File: config.mk
export PLATFORM = sky130hd
export DESIGN_NAME = riscv_mem_port_arbiter
export DESIGN_NICKNAME = d
export VERILOG_FILES = /design/src/rtl/riscv_mem_port_arbiter.sv
export SDC_FILE = /design/constraint.sdc
export NUM_CORES = 1
export LEC_CHECK = 0
export ABC_AREA = 1
export BUFFER_PORTS_ARGS = -buffer_cell sky130_fd_sc_hd__buf_2
export CORE_AREA = 2 2 149 151
export DETAILED_ROUTE_END_ITERATION = 16
export DIE_AREA = 0 0 151 153
export PLACE_DENSITY = 0.67
export SLEW_MARGIN = 20
export SYNTH_ARGS = -nofsm -noshare
export SYNTH_HDL_FRONTEND = slang
export SYNTH_SLANG_ARGS = --single-unit
File: constraint.sdc
create_clock -name clk -period 4.4 [get_ports clk]
set_clock_uncertainty 0.2 [all_clocks]
set_input_delay 1.32 -clock clk [delete_from_list [all_inputs] [get_ports clk]]
set_output_delay 1.32 -clock clk [all_outputs]
set_load 0.005 [all_outputs]
File: src/rtl/riscv_mem_port_arbiter.sv
// ============================================================================
// Module      : riscv_mem_port_arbiter
// Description : Memory-port controller between P_NUM_CH core request channels
//               (ch0 = instruction fetch, ch1 = data, further masters optional)
//               and one synchronous-read SRAM port. Arbitrates one request at
//               a time, inserts P_WAIT_CYCLES wait states before the access,
//               and returns a one-cycle ch_ready pulse plus read data to the
//               granted channel.
//
//               Transaction sequence: IDLE (grant + latch) -> WAIT (x W) ->
//               ACCESS (mem_en) -> RESP (ch_ready) -> IDLE.
//
// Ports       : clk        - clock, all logic on posedge
//               reset      - synchronous, active-low reset
//               ch_req     - per-channel request
//               ch_we      - per-channel write (1) / read (0)
//               ch_be      - per-channel byte enables, channel i at slice i
//               ch_addr    - per-channel address, channel i at slice i
//               ch_wdata   - per-channel write data
//               ch_rdata   - per-channel read data (held between reads)
//               ch_ready   - per-channel one-cycle completion pulse
//               mem_en     - SRAM access strobe (ACCESS cycle only)
//               mem_we     - SRAM write enable (ACCESS cycle only)
//               mem_be     - SRAM byte enables (latched)
//               mem_addr   - SRAM address (latched)
//               mem_wdata  - SRAM write data (latched)
//               mem_rdata  - SRAM read data, valid the cycle after mem_en
//
// Options     : RISCV_MEM_RR_EN defined   -> round-robin arbitration
//               RISCV_MEM_RR_EN undefined -> fixed priority, lowest index wins
//
// Revision    : 1.0 - initial release
// ============================================================================
`default_nettype none

module riscv_mem_port_arbiter #(
    parameter int P_DATA_WIDTH  = 32,
    parameter int P_ADDR_WIDTH  = 32,
    parameter int P_NUM_CH      = 2,
    parameter int P_WAIT_CYCLES = 1
) (
    input  logic                               clk,
    input  logic                               reset,
    input  logic [P_NUM_CH-1:0]                ch_req,
    input  logic [P_NUM_CH-1:0]                ch_we,
    input  logic [P_NUM_CH*P_DATA_WIDTH/8-1:0] ch_be,
    input  logic [P_NUM_CH*P_ADDR_WIDTH-1:0]   ch_addr,
    input  logic [P_NUM_CH*P_DATA_WIDTH-1:0]   ch_wdata,
    output logic [P_NUM_CH*P_DATA_WIDTH-1:0]   ch_rdata,
    output logic [P_NUM_CH-1:0]                ch_ready,
    output logic                               mem_en,
    output logic                               mem_we,
    output logic [P_DATA_WIDTH/8-1:0]          mem_be,
    output logic [P_ADDR_WIDTH-1:0]            mem_addr,
    output logic [P_DATA_WIDTH-1:0]            mem_wdata,
    input  logic [P_DATA_WIDTH-1:0]            mem_rdata
);

    localparam int c_BE_W  = P_DATA_WIDTH / 8;
    localparam int c_IDX_W = (P_NUM_CH > 1) ? $clog2(P_NUM_CH) : 1;
    // A zero-wait build still needs a 1-bit counter so the declaration is legal.
    localparam int c_CNT_W = (P_WAIT_CYCLES > 0) ? $clog2(P_WAIT_CYCLES + 1) : 1;
    localparam logic [c_CNT_W-1:0] c_WAIT_LOAD =
        c_CNT_W'((P_WAIT_CYCLES > 0) ? P_WAIT_CYCLES - 1 : 0);

    typedef enum logic [1:0] {
        S_IDLE   = 2'd0,
        S_WAIT   = 2'd1,
        S_ACCESS = 2'd2,
        S_RESP   = 2'd3
    } state_t;

    state_t                r_state;
    state_t                w_state_nxt;
    logic                  w_grant;
    logic                  w_mem_en;
    logic                  w_mem_we;

    logic [c_CNT_W-1:0]    r_cnt;
    logic [c_IDX_W-1:0]    r_gnt;
    logic                  r_we;
    logic [c_BE_W-1:0]     r_be;
    logic [P_ADDR_WIDTH-1:0] r_addr;
    logic [P_DATA_WIDTH-1:0] r_wdata;
    logic [P_NUM_CH*P_DATA_WIDTH-1:0] r_rdata;

    logic                  w_any;
    logic [c_IDX_W-1:0]    w_gnt_idx;
    logic                  w_sel_we;
    logic [c_BE_W-1:0]     w_sel_be;
    logic [P_ADDR_WIDTH-1:0] w_sel_addr;
    logic [P_DATA_WIDTH-1:0] w_sel_wdata;
    logic [P_NUM_CH-1:0]   w_ready;

    assign w_any = |ch_req;

    // ------------------------------------------------------------------------
    // Arbitration
    // ------------------------------------------------------------------------
`ifdef RISCV_MEM_RR_EN
    logic [c_IDX_W-1:0] r_rr_ptr;

    // Round robin without a modulo: scanning downward, the last requester seen
    // is the lowest index overall (wrap candidate) and the last one seen above
    // the pointer is the first channel after the previous grant.
    always_comb begin
        logic                v_hi_found;
        logic [c_IDX_W-1:0]  v_hi;
        logic [c_IDX_W-1:0]  v_lo;
        v_hi_found = 1'b0;
        v_hi       = '0;
        v_lo       = '0;
        for (int i = P_NUM_CH - 1; i >= 0; i--) begin
            if (ch_req[i]) begin
                v_lo = c_IDX_W'(i);
                if (c_IDX_W'(i) > r_rr_ptr) begin
                    v_hi       = c_IDX_W'(i);
                    v_hi_found = 1'b1;
                end
            end
        end
        w_gnt_idx = v_hi_found ? v_hi : v_lo;
    end

    always_ff @(posedge clk) begin
        if (!reset) begin
            // Pointing at the last channel makes ch0 the first winner.
            r_rr_ptr <= c_IDX_W'(P_NUM_CH - 1);
        end else if (w_grant) begin
            r_rr_ptr <= w_gnt_idx;
        end
    end
`else
    always_comb begin
        w_gnt_idx = '0;
        for (int i = P_NUM_CH - 1; i >= 0; i--) begin
            if (ch_req[i]) begin
                w_gnt_idx = c_IDX_W'(i);
            end
        end
    end
`endif

    // Request fields of the winning channel.
    always_comb begin
        w_sel_we    = 1'b0;
        w_sel_be    = '0;
        w_sel_addr  = '0;
        w_sel_wdata = '0;
        for (int i = 0; i < P_NUM_CH; i++) begin
            if (w_gnt_idx == c_IDX_W'(i)) begin
                w_sel_we    = ch_we[i];
                w_sel_be    = ch_be[i*c_BE_W +: c_BE_W];
                w_sel_addr  = ch_addr[i*P_ADDR_WIDTH +: P_ADDR_WIDTH];
                w_sel_wdata = ch_wdata[i*P_DATA_WIDTH +: P_DATA_WIDTH];
            end
        end
    end

    // ------------------------------------------------------------------------
    // FSM
    // ------------------------------------------------------------------------
    always_ff @(posedge clk) begin
        if (!reset) begin
            r_state <= S_IDLE;
        end else begin
            r_state <= w_state_nxt;
        end
    end

    always_comb begin
        w_state_nxt = r_state;
        w_grant     = 1'b0;
        w_mem_en    = 1'b0;
        w_mem_we    = 1'b0;
        case (r_state)
            S_IDLE: begin
                if (w_any) begin
                    w_grant     = 1'b1;
                    w_state_nxt = (P_WAIT_CYCLES > 0) ? S_WAIT : S_ACCESS;
                end
            end
            S_WAIT: begin
                if (r_cnt == '0) begin
                    w_state_nxt = S_ACCESS;
                end
            end
            S_ACCESS: begin
                w_mem_en    = 1'b1;
                w_mem_we    = r_we;
                w_state_nxt = S_RESP;
            end
            S_RESP: begin
                w_state_nxt = S_IDLE;
            end
            default: begin
                w_state_nxt = S_IDLE;
            end
        endcase
    end

    // ------------------------------------------------------------------------
    // Datapath: latched request, wait counter, per-channel read data
    // ------------------------------------------------------------------------
    always_ff @(posedge clk) begin
        if (!reset) begin
            r_cnt   <= '0;
            r_gnt   <= '0;
            r_we    <= 1'b0;
            r_be    <= '0;
            r_addr  <= '0;
            r_wdata <= '0;
            r_rdata <= '0;
        end else begin
            if (w_grant) begin
                r_gnt   <= w_gnt_idx;
                r_we    <= w_sel_we;
                r_be    <= w_sel_be;
                r_addr  <= w_sel_addr;
                r_wdata <= w_sel_wdata;
                r_cnt   <= c_WAIT_LOAD;
            end else if (r_state == S_WAIT && r_cnt != '0) begin
                r_cnt <= r_cnt - c_CNT_W'(1);
            end

            // Capture the response so it stays visible after the RESP cycle.
            if (r_state == S_RESP && !r_we) begin
                for (int i = 0; i < P_NUM_CH; i++) begin
                    if (r_gnt == c_IDX_W'(i)) begin
                        r_rdata[i*P_DATA_WIDTH +: P_DATA_WIDTH] <= mem_rdata;
                    end
                end
            end
        end
    end

    // ------------------------------------------------------------------------
    // Outputs
    // ------------------------------------------------------------------------
    assign mem_en    = w_mem_en;
    assign mem_we    = w_mem_we;
    assign mem_be    = r_be;
    assign mem_addr  = r_addr;
    assign mem_wdata = r_wdata;

    genvar gi;
    generate
        for (gi = 0; gi < P_NUM_CH; gi++) begin : g_ch
            assign w_ready[gi] = (r_state == S_RESP) && (r_gnt == c_IDX_W'(gi));
            // During RESP the SRAM output is forwarded directly so the core
            // sees read data in the same cycle as ready.
            assign ch_rdata[gi*P_DATA_WIDTH +: P_DATA_WIDTH] =
                (w_ready[gi] && !r_we) ? mem_rdata
                                       : r_rdata[gi*P_DATA_WIDTH +: P_DATA_WIDTH];
        end
    endgenerate

    assign ch_ready = w_ready;

endmodule

`default_nettype wire

==> summary.md <==
| Metric | Value |
|---|---|
| Outcome | `complete, no violations` |
| Post-DR wirelength/cell | `around 11 um` |
| Distinct cell type count after synthesis | `17` |
| Via count | `7,284` |
| Post-layout instance area | `~9300 sq um` |
| DP Wirelength | `13,900 um` |
| Post-Syn Instances | `approximately 1,200` |
| Arr. time, crit path | `2.25 ns` |
| Pin count of the biggest net entering global routing | `around 70` |
| Seq/Total Area, Yosys | `between 30 and 40%` |
| Final Hold Violating Endpoints | `0` |
| TritonCTS Sinks | `137` |
| DR vias/cell | `~4.1` |
| # hold bufs at CTS | `0` |
| Share of cells above drive strength 1 | `a little under a quarter` |
| Number of fill cells | `around 2,300` |
| Synth Area per Inst | `around 5.8 sq um` |
| Crit path max fanout | `63` |
| Fin. max-slew vios | `0` |
| Core Region | `about 21,000 sq um` |
| Fin nets | `about 1,700` |
| Worst slew margin | `43.0%` |
| CTS max path bufs | `2` |
| CTS tree | `done` |
| CP Launch Type | `flip-flop` |
| Worst EP required | `~2.9 ns` |
| Antenna cell count | `0` |
| RSZ-0062 raised after global routing | `no` |
| Crit path capture type | `output port` |
| Starting DRT DRC Count | `between 200 and 300` |
| PD cells | `510 nW/um^2` |
| Fin Setup TNS | `0 ns` |
| Die Wd | `between 150 and 200 um` |
| Worst hold path type | `flip-flop to flip-flop` |
| DR pass1 iterations | `4` |
| Post-CTS setup buffer count | `0` |
| PostCTS Resize Cnt | `0` |
| Die Footprint | `between 20,000 and 25,000 sq um` |
| Maxcap violations | `0` |
| Via count of the first global-routing pass | `around 6,400` |
| # rows | `between 50 and 60` |
| # DRC | `0` |
| Worst Path Class, Setup | `flip-flop to output port` |
| Initial Utilization | `~33%` |
| H-tree lvl count | `4` |
| Cell area after placement | `between 8000 and 9000 sq um` |
| GRT Util Overall | `between 15 and 20%` |
| Clock transition at path regs | `around 0.060 ns` |
| Initial antenna violation count | `0` |
| Synthesized cell area | `around 7000 sq um` |
| First-pass GRT wire length | `between 30,000 and 40,000 um` |
| Final ANT Viol Nets | `0` |
| Area Growth Syn to Fin | `33.3%` |
| Reg2Reg Setup Slack | `roughly 2.2 ns` |
| Die height | `approximately 150 um` |
| Fin crit period | `around 3.8 ns` |
| Root Buffer | `clkbuf_16` |
| Max Clk Rate | `roughly 0.27 GHz` |
| Placer Congestion | `0.814` |
| Detailed Route WL | `slightly below 20,000 um` |
| Syn. warnings | `0` |
| Port Buffers | `309` |
| Worst-Margin Slew | `0.856 ns` |
| I/O pin count | `310` |
| Tcrit/Tclk final | `~86%` |
| VDD IR max | `~0.00022 V` |
| #FFs+latches synth | `around 140` |
| P_leak | `6.07 nW` |
| Congestion Overflow GR | `0` |
| Final setup fails | `0` |
| Syn Nets | `1,390` |
| Inserted Clock Buffers | `17` |
| Worst-Skew Late Latency | `0.41 ns` |
==> critical path, stage by stage (launching register included) <==
cell,delay (ns)
dfxtp_1,0.39
ha_1,0.19
nand2_1,0.14
nor2_4,0.10
buf_4,0.46
nand2_1,0.09
o21ai_0,0.15
inv_1,0.12
buf_2,0.14
==> per-layer routing <==
layer  wire length, um  global-route usage [%]
met5                 0                       0
met4               283                    5.16
met3              1580                    5.58
met1              8580                    19.8
met2              9140                    28.8
==> cell families (layout without fill, tap and decap cells) <==
family          Yosys count  in the layout  share of synthesized area, %
simple gates            698            698                          38.3
buf+inv                 335            628                          19.0
flops                   137            137                          39.2
compound gates           36             36                          2.61
fa+ha+maj                 5              5                         0.893
==> placed cells by master, fill, tap and decap left out, drive strengths merged, types with 3 or more instances in the layout <==
cell type,Yosys,layout
o21ai,32,32
ha,5,5
clkbuf,15,19
buf,44,320
clkinvlp,0,5
a21oi,3,3
inv,276,280
nand2,382,382
bufinv,0,3
nand3,36,36
nor2,280,280
dfxtp,137,137
==> registers in the layout (all words and copies together) (netlist names) <==
register,flops
r_rdata,64
mem_addr,32
mem_wdata,32
mem_be,4
r_state,2
r_cnt,1
r_gnt,1
r_we,1
==> through the flow <==
step           setup slack [ns]  hold WS, ns  util (%)  cells  power, W
2_1_floorplan              1.31        0.237         -   1211   0.00268
3_3_place_gp              0.929        0.251      40.7   1752   0.00330
3_5_place_dp              0.922        0.253      40.7   1752   0.00333
4_1_cts                   0.592        0.263      43.4   1784   0.00484
5_1_grt                   0.396        0.280      43.4   1784   0.00516
6_report                  0.634        0.263      43.4   1784   0.00476
==> final cells by class <==
type,count,area (sq um),area share (%)
clock buffers,19,433,4.64
clock inverters,13,168,1.80
inverters,276,1040,11.1
multi-input cells,739,2950,31.6
flip-flops and latches,137,2740,29.4
well taps,280,350,3.75
repair buffers,320,1650,17.7
==> worst paths after layout <==
| check | start | endpoint | cells past startpoint |
|---|---|---|---|
| setup / recovery | r_state[1] | ch_rdata[43] | 8 |
| hold / removal | r_cnt | r_cnt | 2 |
| setup reg to reg | r_state[1] | mem_addr[22] | 8 |
| hold reg to reg | r_cnt | r_cnt | 2 |
==> power by group <==
part	total, W	internal (W)	switching [W]	leakage (nW)
clock	0.00148	0.000898	0.000585	0.277
combinational	0.00164	0.000647	0.000998	4.67
sequential	0.00163	0.00151	0.000123	1.12
==> Yosys cell counts (all sizes together) <==
cell type	count	area, sq um
nor2	280	1070
buf	44	235
o21bai	1	7.51
ha	5	62.6
inv	276	1040
a21oi	3	15.0
dfxtp	137	2740
o21ai	32	160
nand2	382	1430
nand3	36	180
clkbuf	15	60.1
Power figures use the tool's default switching activity.
